`config.mk`:
```
export PLATFORM = sky130hd
export DESIGN_NAME = cdb_arbiter
export DESIGN_NICKNAME = d
export VERILOG_FILES = /design/src/rtl/cdb_arbiter_pkg.sv /design/src/rtl/cdb_arbiter_rr_arbiter.sv /design/src/rtl/cdb_arbiter.sv
export SDC_FILE = /design/constraint.sdc
export NUM_CORES = 1
export LEC_CHECK = 0
export BUFFER_PORTS_ARGS = -buffer_cell sky130_fd_sc_hd__buf_2
export CORE_MARGIN = 2
export CORE_UTILIZATION = 35
export DETAILED_ROUTE_END_ITERATION = 8
export HOLD_SLACK_MARGIN = 0.03
export PLACE_DENSITY_LB_ADDON = 0.15
export SETUP_SLACK_MARGIN = 0.5
export SYNTH_ARGS = -nofsm -noshare
export SYNTH_HDL_FRONTEND = slang
export SYNTH_SLANG_ARGS = --single-unit
export TNS_END_PERCENT = 5
```
`constraint.sdc`:
```
create_clock -name clk -period 4.25 [get_ports clk]
set_clock_uncertainty 0.1 [all_clocks]
set_input_delay 1.0625 -clock clk [delete_from_list [all_inputs] [get_ports clk]]
set_output_delay 1.0625 -clock clk [all_outputs]
set_load 0.01 [all_outputs]
```
`src/rtl/cdb_arbiter_pkg.sv`:
```
// cdb_arbiter_pkg: CDB payload type and result-source indices shared by the CDB arbiter
package cdb_arbiter_pkg;
    localparam int N_CDB_SRC   = 3;
    localparam int CDB_SRC_ALU = 0;
    localparam int CDB_SRC_MUL = 1;
    localparam int CDB_SRC_LSU = 2;
    typedef struct packed {
        logic [5:0]  tag;
        logic [31:0] value;
    } cdb_struct_t;
endpackage

```
`src/rtl/cdb_arbiter_rr_arbiter.sv`:
```
// cdb_arbiter_rr_arbiter: combinational round-robin grant; req/ptr in, one-hot gnt and its index out
module cdb_arbiter_rr_arbiter #(
    parameter int N = 3,
    parameter int W = $clog2(N)
) (
    input  logic [N-1:0] req,
    input  logic [W-1:0] ptr,
    output logic [N-1:0] gnt,
    output logic [W-1:0] gnt_idx
);
    int j;
    // Scan from the farthest offset down so the request nearest ptr overwrites the rest.
    always_comb begin
        gnt     = '0;
        gnt_idx = '0;
        j       = 0;
        for (int i = N - 1; i >= 0; i--) begin
            j = int'(ptr) + i;
            j = (j >= N) ? j - N : j;
            if (req[j]) begin
                gnt     = '0;
                gnt[j]  = 1'b1;
                gnt_idx = W'(j);
            end
        end
    end
endmodule

```
`src/rtl/cdb_arbiter.sv`:
```
// cdb_arbiter: round-robin pop of per-unit result FIFOs onto a single registered CDB
//   flush_i kills same-cycle pops and the entry popped last cycle; src_empty_i/src_data_i
//   come from the FIFOs, src_rd_o pops them; cdb_o/cdb_valid_o/cdb_src_o is the broadcast,
//   bcast_cnt_o counts broadcasts since reset.
module cdb_arbiter
    import cdb_arbiter_pkg::*;
#(
    parameter int N_SRC = N_CDB_SRC,
    parameter int SRC_W = $clog2(N_SRC),
    parameter int CNT_W = 32
) (
    input  logic                    clk,
    input  logic                    rst,
    input  logic                    flush_i,
    input  logic [N_SRC-1:0]        src_empty_i,
    input  cdb_struct_t [N_SRC-1:0] src_data_i,
    output logic [N_SRC-1:0]        src_rd_o,
    output cdb_struct_t             cdb_o,
    output logic                    cdb_valid_o,
    output logic [SRC_W-1:0]        cdb_src_o,
    output logic [CNT_W-1:0]        bcast_cnt_o
);
    logic [N_SRC-1:0] req, gnt;
    logic [SRC_W-1:0] rr_ptr, gnt_idx, s1_src;
    logic             s1_vld, cap;

    assign req      = ~src_empty_i & {N_SRC{~flush_i}};
    assign src_rd_o = rst ? '0 : gnt;
    // FIFO data appears the cycle after the pop, so capture happens one stage later.
    assign cap      = s1_vld && !flush_i;

    cdb_arbiter_rr_arbiter #(.N(N_SRC), .W(SRC_W)) u_rr (
        .req     (req),
        .ptr     (rr_ptr),
        .gnt     (gnt),
        .gnt_idx (gnt_idx)
    );

    always_ff @(posedge clk) begin
        if (rst) begin
            rr_ptr      <= '0;
            s1_vld      <= 1'b0;
            s1_src      <= '0;
            cdb_o       <= '0;
            cdb_valid_o <= 1'b0;
            cdb_src_o   <= '0;
            bcast_cnt_o <= '0;
        end else begin
            if (|gnt)
                rr_ptr <= (gnt_idx == SRC_W'(N_SRC - 1)) ? '0 : gnt_idx + 1'b1;
            s1_vld      <= |gnt;
            s1_src      <= gnt_idx;
            cdb_valid_o <= cap;
            if (cap) begin
                cdb_o       <= src_data_i[s1_src];
                cdb_src_o   <= s1_src;
                bcast_cnt_o <= bcast_cnt_o + 1'b1;
            end
        end
    end
endmodule

```
; ---- After elaboration in Yosys (flattened, before gate mapping)
; Index checks and enable logic that the tools add are counted.
[totals]
ff_bits = 78
in_bits = 120
out_inout_bits = 76
wordCells = 63
[classes]
n_addsub = 7
n_lt_le_gt_ge = 10
n_eq_ne = 1
n_mux = 28
bitwise = 3
n_reduce_logical = 6
[op_table]
columns = cell, n
row1 = $ge 32x1->1 const B, 3
row2 = $lt 32x4->1 const B, 3
row3 = $mux 32, 3
row4 = $bmux 38 s2, 1
row5 = $ge 32x3->1 const B, 2
row6 = $sub 32x3->32 const B, 2
row7 = $mux 38, 1
row8 = $add 32x1->32 const B, 1
row9 = $mux 3, 4
row10 = $mux 1, 9
row11 = $mux 2, 4
row12 = $bmux 1 s2, 3
row13 = $demux 1 s2, 3
row14 = $logic_and 1x1->1, 4
row15 = $add 2x1->3 const B, 1
row16 = $add 2x2->3 const B, 1
row17 = $and 3x3->3, 1
row18 = $lt 2x3->1 const B, 1
row19 = $not 3->3, 1
row20 = $reduce_or 3->1, 1
row21 = $sub 2x2->3 const B, 1
row22 = $add 2x1->2 const B, 1
row23 = $eq 2x2->1 const B, 1
row24 = $ge 2x2->1 const B, 1
row25 = 2 further kinds, 2

; ---- Longest topological paths before layout
[logic_depth]
word_depth = 11
mapped_depth = 8
depth_no_buf = 7

; ---- Cells and area by module
; Synthesis repeated with hierarchy kept, for this count alone.
[hier_totals]
hier_cells = 514
area_unflattened_um2 = 4152.7
[modules_own_cells]
columns = module, instances, cells_per_inst, area_each_um2, seq_area_each_um2
row1 = cdb_arbiter, 1, 472, 3865.0, 1561.5
row2 = cdb_arbiter_rr_arbiter, 1, 42, 287.8, 0.0

; ---- Worst setup path after synthesis
; Ideal clock, no wire load.
[synth_path]
path_type = input-to-output
start = input port flush_i
end = output port src_rd_o[0]
arrival_time_ns = 1.959
setup_slack_ns = 1.129
path_stages = 3
path_buffers = 0
path_cell_list = nor4b_1 > a21oi_1 > a311oi_1
[synth_between]
elab_chain_cells = 9
[synth_lines]
columns = element, line
row1 = from (decl), cdb_arbiter.sv:14  ; input logic flush_i,
row2 = $not 1->1 (*), cdb_arbiter.sv:27  ; assign req = ~src_empty_i & {N_SRC{~flush_i}};
row3 = $and 3x3->3 (*), cdb_arbiter.sv:27
row4 = $bmux 1 s2, cdb_arbiter_rr_arbiter.sv:20  ; if (req[j]) begin
row5 = $mux 1 (not written as such) (2 in a row), cdb_arbiter_rr_arbiter.sv:20
row6 = $mux 3 (2 in a row), cdb_arbiter_rr_arbiter.sv:20
row7 = $mux 3 (*), cdb_arbiter_rr_arbiter.sv:20
row8 = $mux 3 (*), cdb_arbiter.sv:28  ; assign src_rd_o = rst ? '0 : gnt;
row9 = to (decl), cdb_arbiter.sv:17  ; output logic [N_SRC-1:0] src_rd_o,
; Every way passes the cells marked *; elsewhere a longest branch is shown, timed or not. The select of a mux whose other input is x is not followed.

; ---- Worst setup path after layout
; Ends and elaborated chain as after synthesis.

==> reports/metrics.json <==
{
  "sta": {
    "finalHoldViolCount": 0,
    "tightestPinTransition_ps": 1120,
    "rsz0062_at_grt": "no",
    "finalSetupViolations": 0,
    "setup-tns-final_ps": 0,
    "finalMaxSlewViolations": 0,
    "slew_headroom_pct": 25.2,
    "post-route-period-util_pct": 81.9,
    "timing.fmax_mhz": 287,
    "min_period_ps": 3480,
    "final.setup.worst_slack_ps": 769
  },
  "clocking": {
    "clock_tree_from_tritoncts": "built",
    "clk_latency_ps": 330,
    "cts_made_buffers": 9,
    "ctsRootBufferMaster": "sky130_fd_sc_hd__clkbuf_16",
    "cts_setup_buffers": 0,
    "cts_resized": 0,
    "worst_setup_hold_path_clk_slew_ps": 50,
    "ctsLongestPathBuffers": 2,
    "postCtsHoldBufs": 0,
    "cts.htree.levels": 3,
    "clock-sinks": 78
  },
  "synthesis": {
    "asyncSetResetFlopFracSynth_pct": 0,
    "netlist_area_before_placement_sq_um": 3980,
    "avg_synthesized_cell_area_sq_um": 8.38,
    "post_synth_num_cell_types": 42,
    "synth_seq_cells": 78,
    "yosysWarnings": 0,
    "synth_enable_flop_cells": 0,
    "postSynthCellCount": 475,
    "synth-main-ff-cell": "sky130_fd_sc_hd__dfxtp_1",
    "ys_seq_area_share_pct": 39.2,
    "syn_nets": 600
  },
  "worst_hold_path": {
    "hold_path.class": "reg2reg",
    "hold_path_end": "cdb_src_o[0]$_SDFFE_PP0P_",
    "min_path_cells": 2,
    "hp-start": "cdb_src_o[0]$_SDFFE_PP0P_"
  },
  "critical_path": {
    "worst-r2r-cell-count": 6,
    "regToRegEndpoint": "rr_ptr[1]$_SDFFE_PP0P_",
    "worst_setup_path_start_kind": "primary input",
    "timing_worst_setup_path_type": "in2out",
    "reg2reg_from": "rr_ptr[0]$_SDFFE_PP0P_",
    "cp_data_required_time_ps": 3090,
    "timing.critical_path.fanout_max": 9,
    "reg2reg_setup_slack_ps": 1640,
    "cp.arrival_ps": 2320,
    "endpoint_kind": "output port"
  },
  "flow_run": {
    "max_cap_viol_count": 0
  },
  "place": {
    "io_buffer_count": 195,
    "post-place-ws_ps": 769,
    "numPlacedInstances": 784,
    "postPlaceCellArea_sq_um": 5060,
    "dp_hpwl_um": 8450,
    "globalplace.congestion": 0.852
  },
  "global_routing": {
    "grt_util_all_layers_pct": 18.8,
    "grt_first_pass_wirelength_um": 19000,
    "overflow": 0,
    "grt_antenna_before_repair": 0,
    "grt_max_degree": 81,
    "first_global_vias": 3962
  },
  "drt": {
    "post_drt_via_cell_ratio": 5.13,
    "met2_length_um": 5500,
    "highest-signal-layer": "met4",
    "drc": 0,
    "met3_length_um": 825,
    "drt_iter0_markers": 222,
    "routed_wl_um": 11600,
    "detailedRoute.firstPassIterationCount": 5,
    "wl_met1_um": 4950,
    "detail_route.wl_per_cell_um": 14.5,
    "ant_nets": 0,
    "route.vias.total": 4090
  },
  "final_layout": {
    "design_area_sq_um": 5320,
    "area_growth_pct": 33.8,
    "antennaDiodeCount": 0,
    "post_layout_nonfiller_instances": 797,
    "layout.cells.most_common": "sky130_fd_sc_hd__buf_2",
    "nets": 780,
    "final_layout_size_suffix_gt1_share_pct": 36.8,
    "final_cell_mix": "sky130_fd_sc_hd__buf_2 (195), sky130_fd_sc_hd__nor2_1 (91), sky130_fd_sc_hd__dfxtp_1 (78)"
  },
  "outcome": {
    "outcome": "finished clean"
  },
  "power_and_ir_drop": {
    "cellLeakagePower_nw": 2.32,
    "power.total_mw": 2.10,
    "vdd_ir_drop_max_uv": 186,
    "power-per-cell-area_nw_per_um2": 394
  },
  "die": {
    "chipWidth_um": 111,
    "design.portCount": 196,
    "design.core.area_sq_um": 11000,
    "floorplan.rows": 38,
    "start_util_pct": 36.2,
    "floorplan.die_area_sq_um": 12200,
    "chipHeight_um": 111
  }
}
[metal layers]
layer  up-vias  global-route usage, %
met5         -                      0
met4         0                   9.33
met3        21                   4.88
met2       156                   31.9
met1      1882                   22.0
li1       2031                      -
[worst max-delay path by stage]
stage / from / end
6_report: flush_i / src_rd_o[0]
5_1_grt: flush_i / src_rd_o[0]
4_1_cts: flush_i / src_rd_o[0]
3_5_place_dp: flush_i / src_rd_o[0]
3_3_place_gp: flush_i / src_rd_o[0]
2_1_floorplan: flush_i / src_rd_o[0]
[logic make-up after synthesis]
logic type,after synthesis,synth area share (%)
multiplexers,44,11.6
XOR/XNOR,28,6.16
flip-flops,78,39.2
buffers and inverters,41,3.96
AO/OA/AOI/OAI,73,12.4
AND/OR/NAND/NOR,206,25.1
adder cells (fa/ha/maj),5,1.57
[where the power goes]
| group | total (mW) | switching (mW) | internal, mW |
|---|---|---|---|
| sequential | 0.857 | 0.0551 | 0.801 |
| clock | 0.688 | 0.273 | 0.415 |
| combinational | 0.553 | 0.307 | 0.245 |
[cell type report]
| cell class | count | area [sq um] |
|---|---|---|
| fill | 1066 | 5660 |
| multi-input combinational | 356 | 2270 |
| sequential | 78 | 1560 |
| timing repair buffer | 202 | 1030 |
| clock buffer | 11 | 253 |
| tap | 140 | 175 |
| inverter | 8 | 30.0 |
| clock inverter | 2 | 10.0 |
[cells in the mapped netlist (all sizes together), types with 4 or more instances]
| cell | instances | area share [%] |
|---|---|---|
| nor2 | 91 | 8.6 |
| nand2 | 31 | 2.9 |
| o21ai | 18 | 2.3 |
| nand4 | 8 | 1.4 |
| a211oi | 22 | 4.1 |
| nor4b | 4 | 1.0 |
| xor2 | 13 | 2.9 |
| a22oi | 16 | 3.0 |
| nor3 | 25 | 3.4 |
| nand3 | 14 | 1.8 |
| clkbuf | 28 | 2.6 |
| nor4 | 9 | 1.4 |
| and4 | 4 | 0.88 |
| nor2b | 4 | 0.63 |
| inv | 8 | 0.75 |
| buf | 5 | 0.57 |
| ha | 5 | 1.6 |
| xnor2 | 15 | 3.3 |
| a21oi | 9 | 1.1 |
| mux2i | 26 | 6.5 |
| mux2 | 18 | 5.1 |
| and3 | 5 | 0.79 |
| dfxtp | 78 | 39 |
[state kept, by name, summed over array words and instances, names as in the netlist]
| signal | cells |
|---|---|
| cdb_o | 38 |
| bcast_cnt_o | 32 |
| cdb_src_o | 2 |
| rr_ptr | 2 |
| s1_src | 2 |
| cdb_valid_o | 1 |
| s1_vld | 1 |
[worst max-delay path, cell delays in order]
cell                       delay [ps]
sky130_fd_sc_hd__buf_2            160
sky130_fd_sc_hd__nor4b_1          440
sky130_fd_sc_hd__a21oi_1          210
sky130_fd_sc_hd__a311oi_1         270
sky130_fd_sc_hd__buf_2            180
[metrics by stage]
stage               util [%]  hold WS [ps]
finish                  48.5           353
global placement        46.1           342
global route            48.5           391
CTS                     48.5           355
floorplan                  -           381
detailed placement      46.1           347
(Power assumes the default switching activity.)
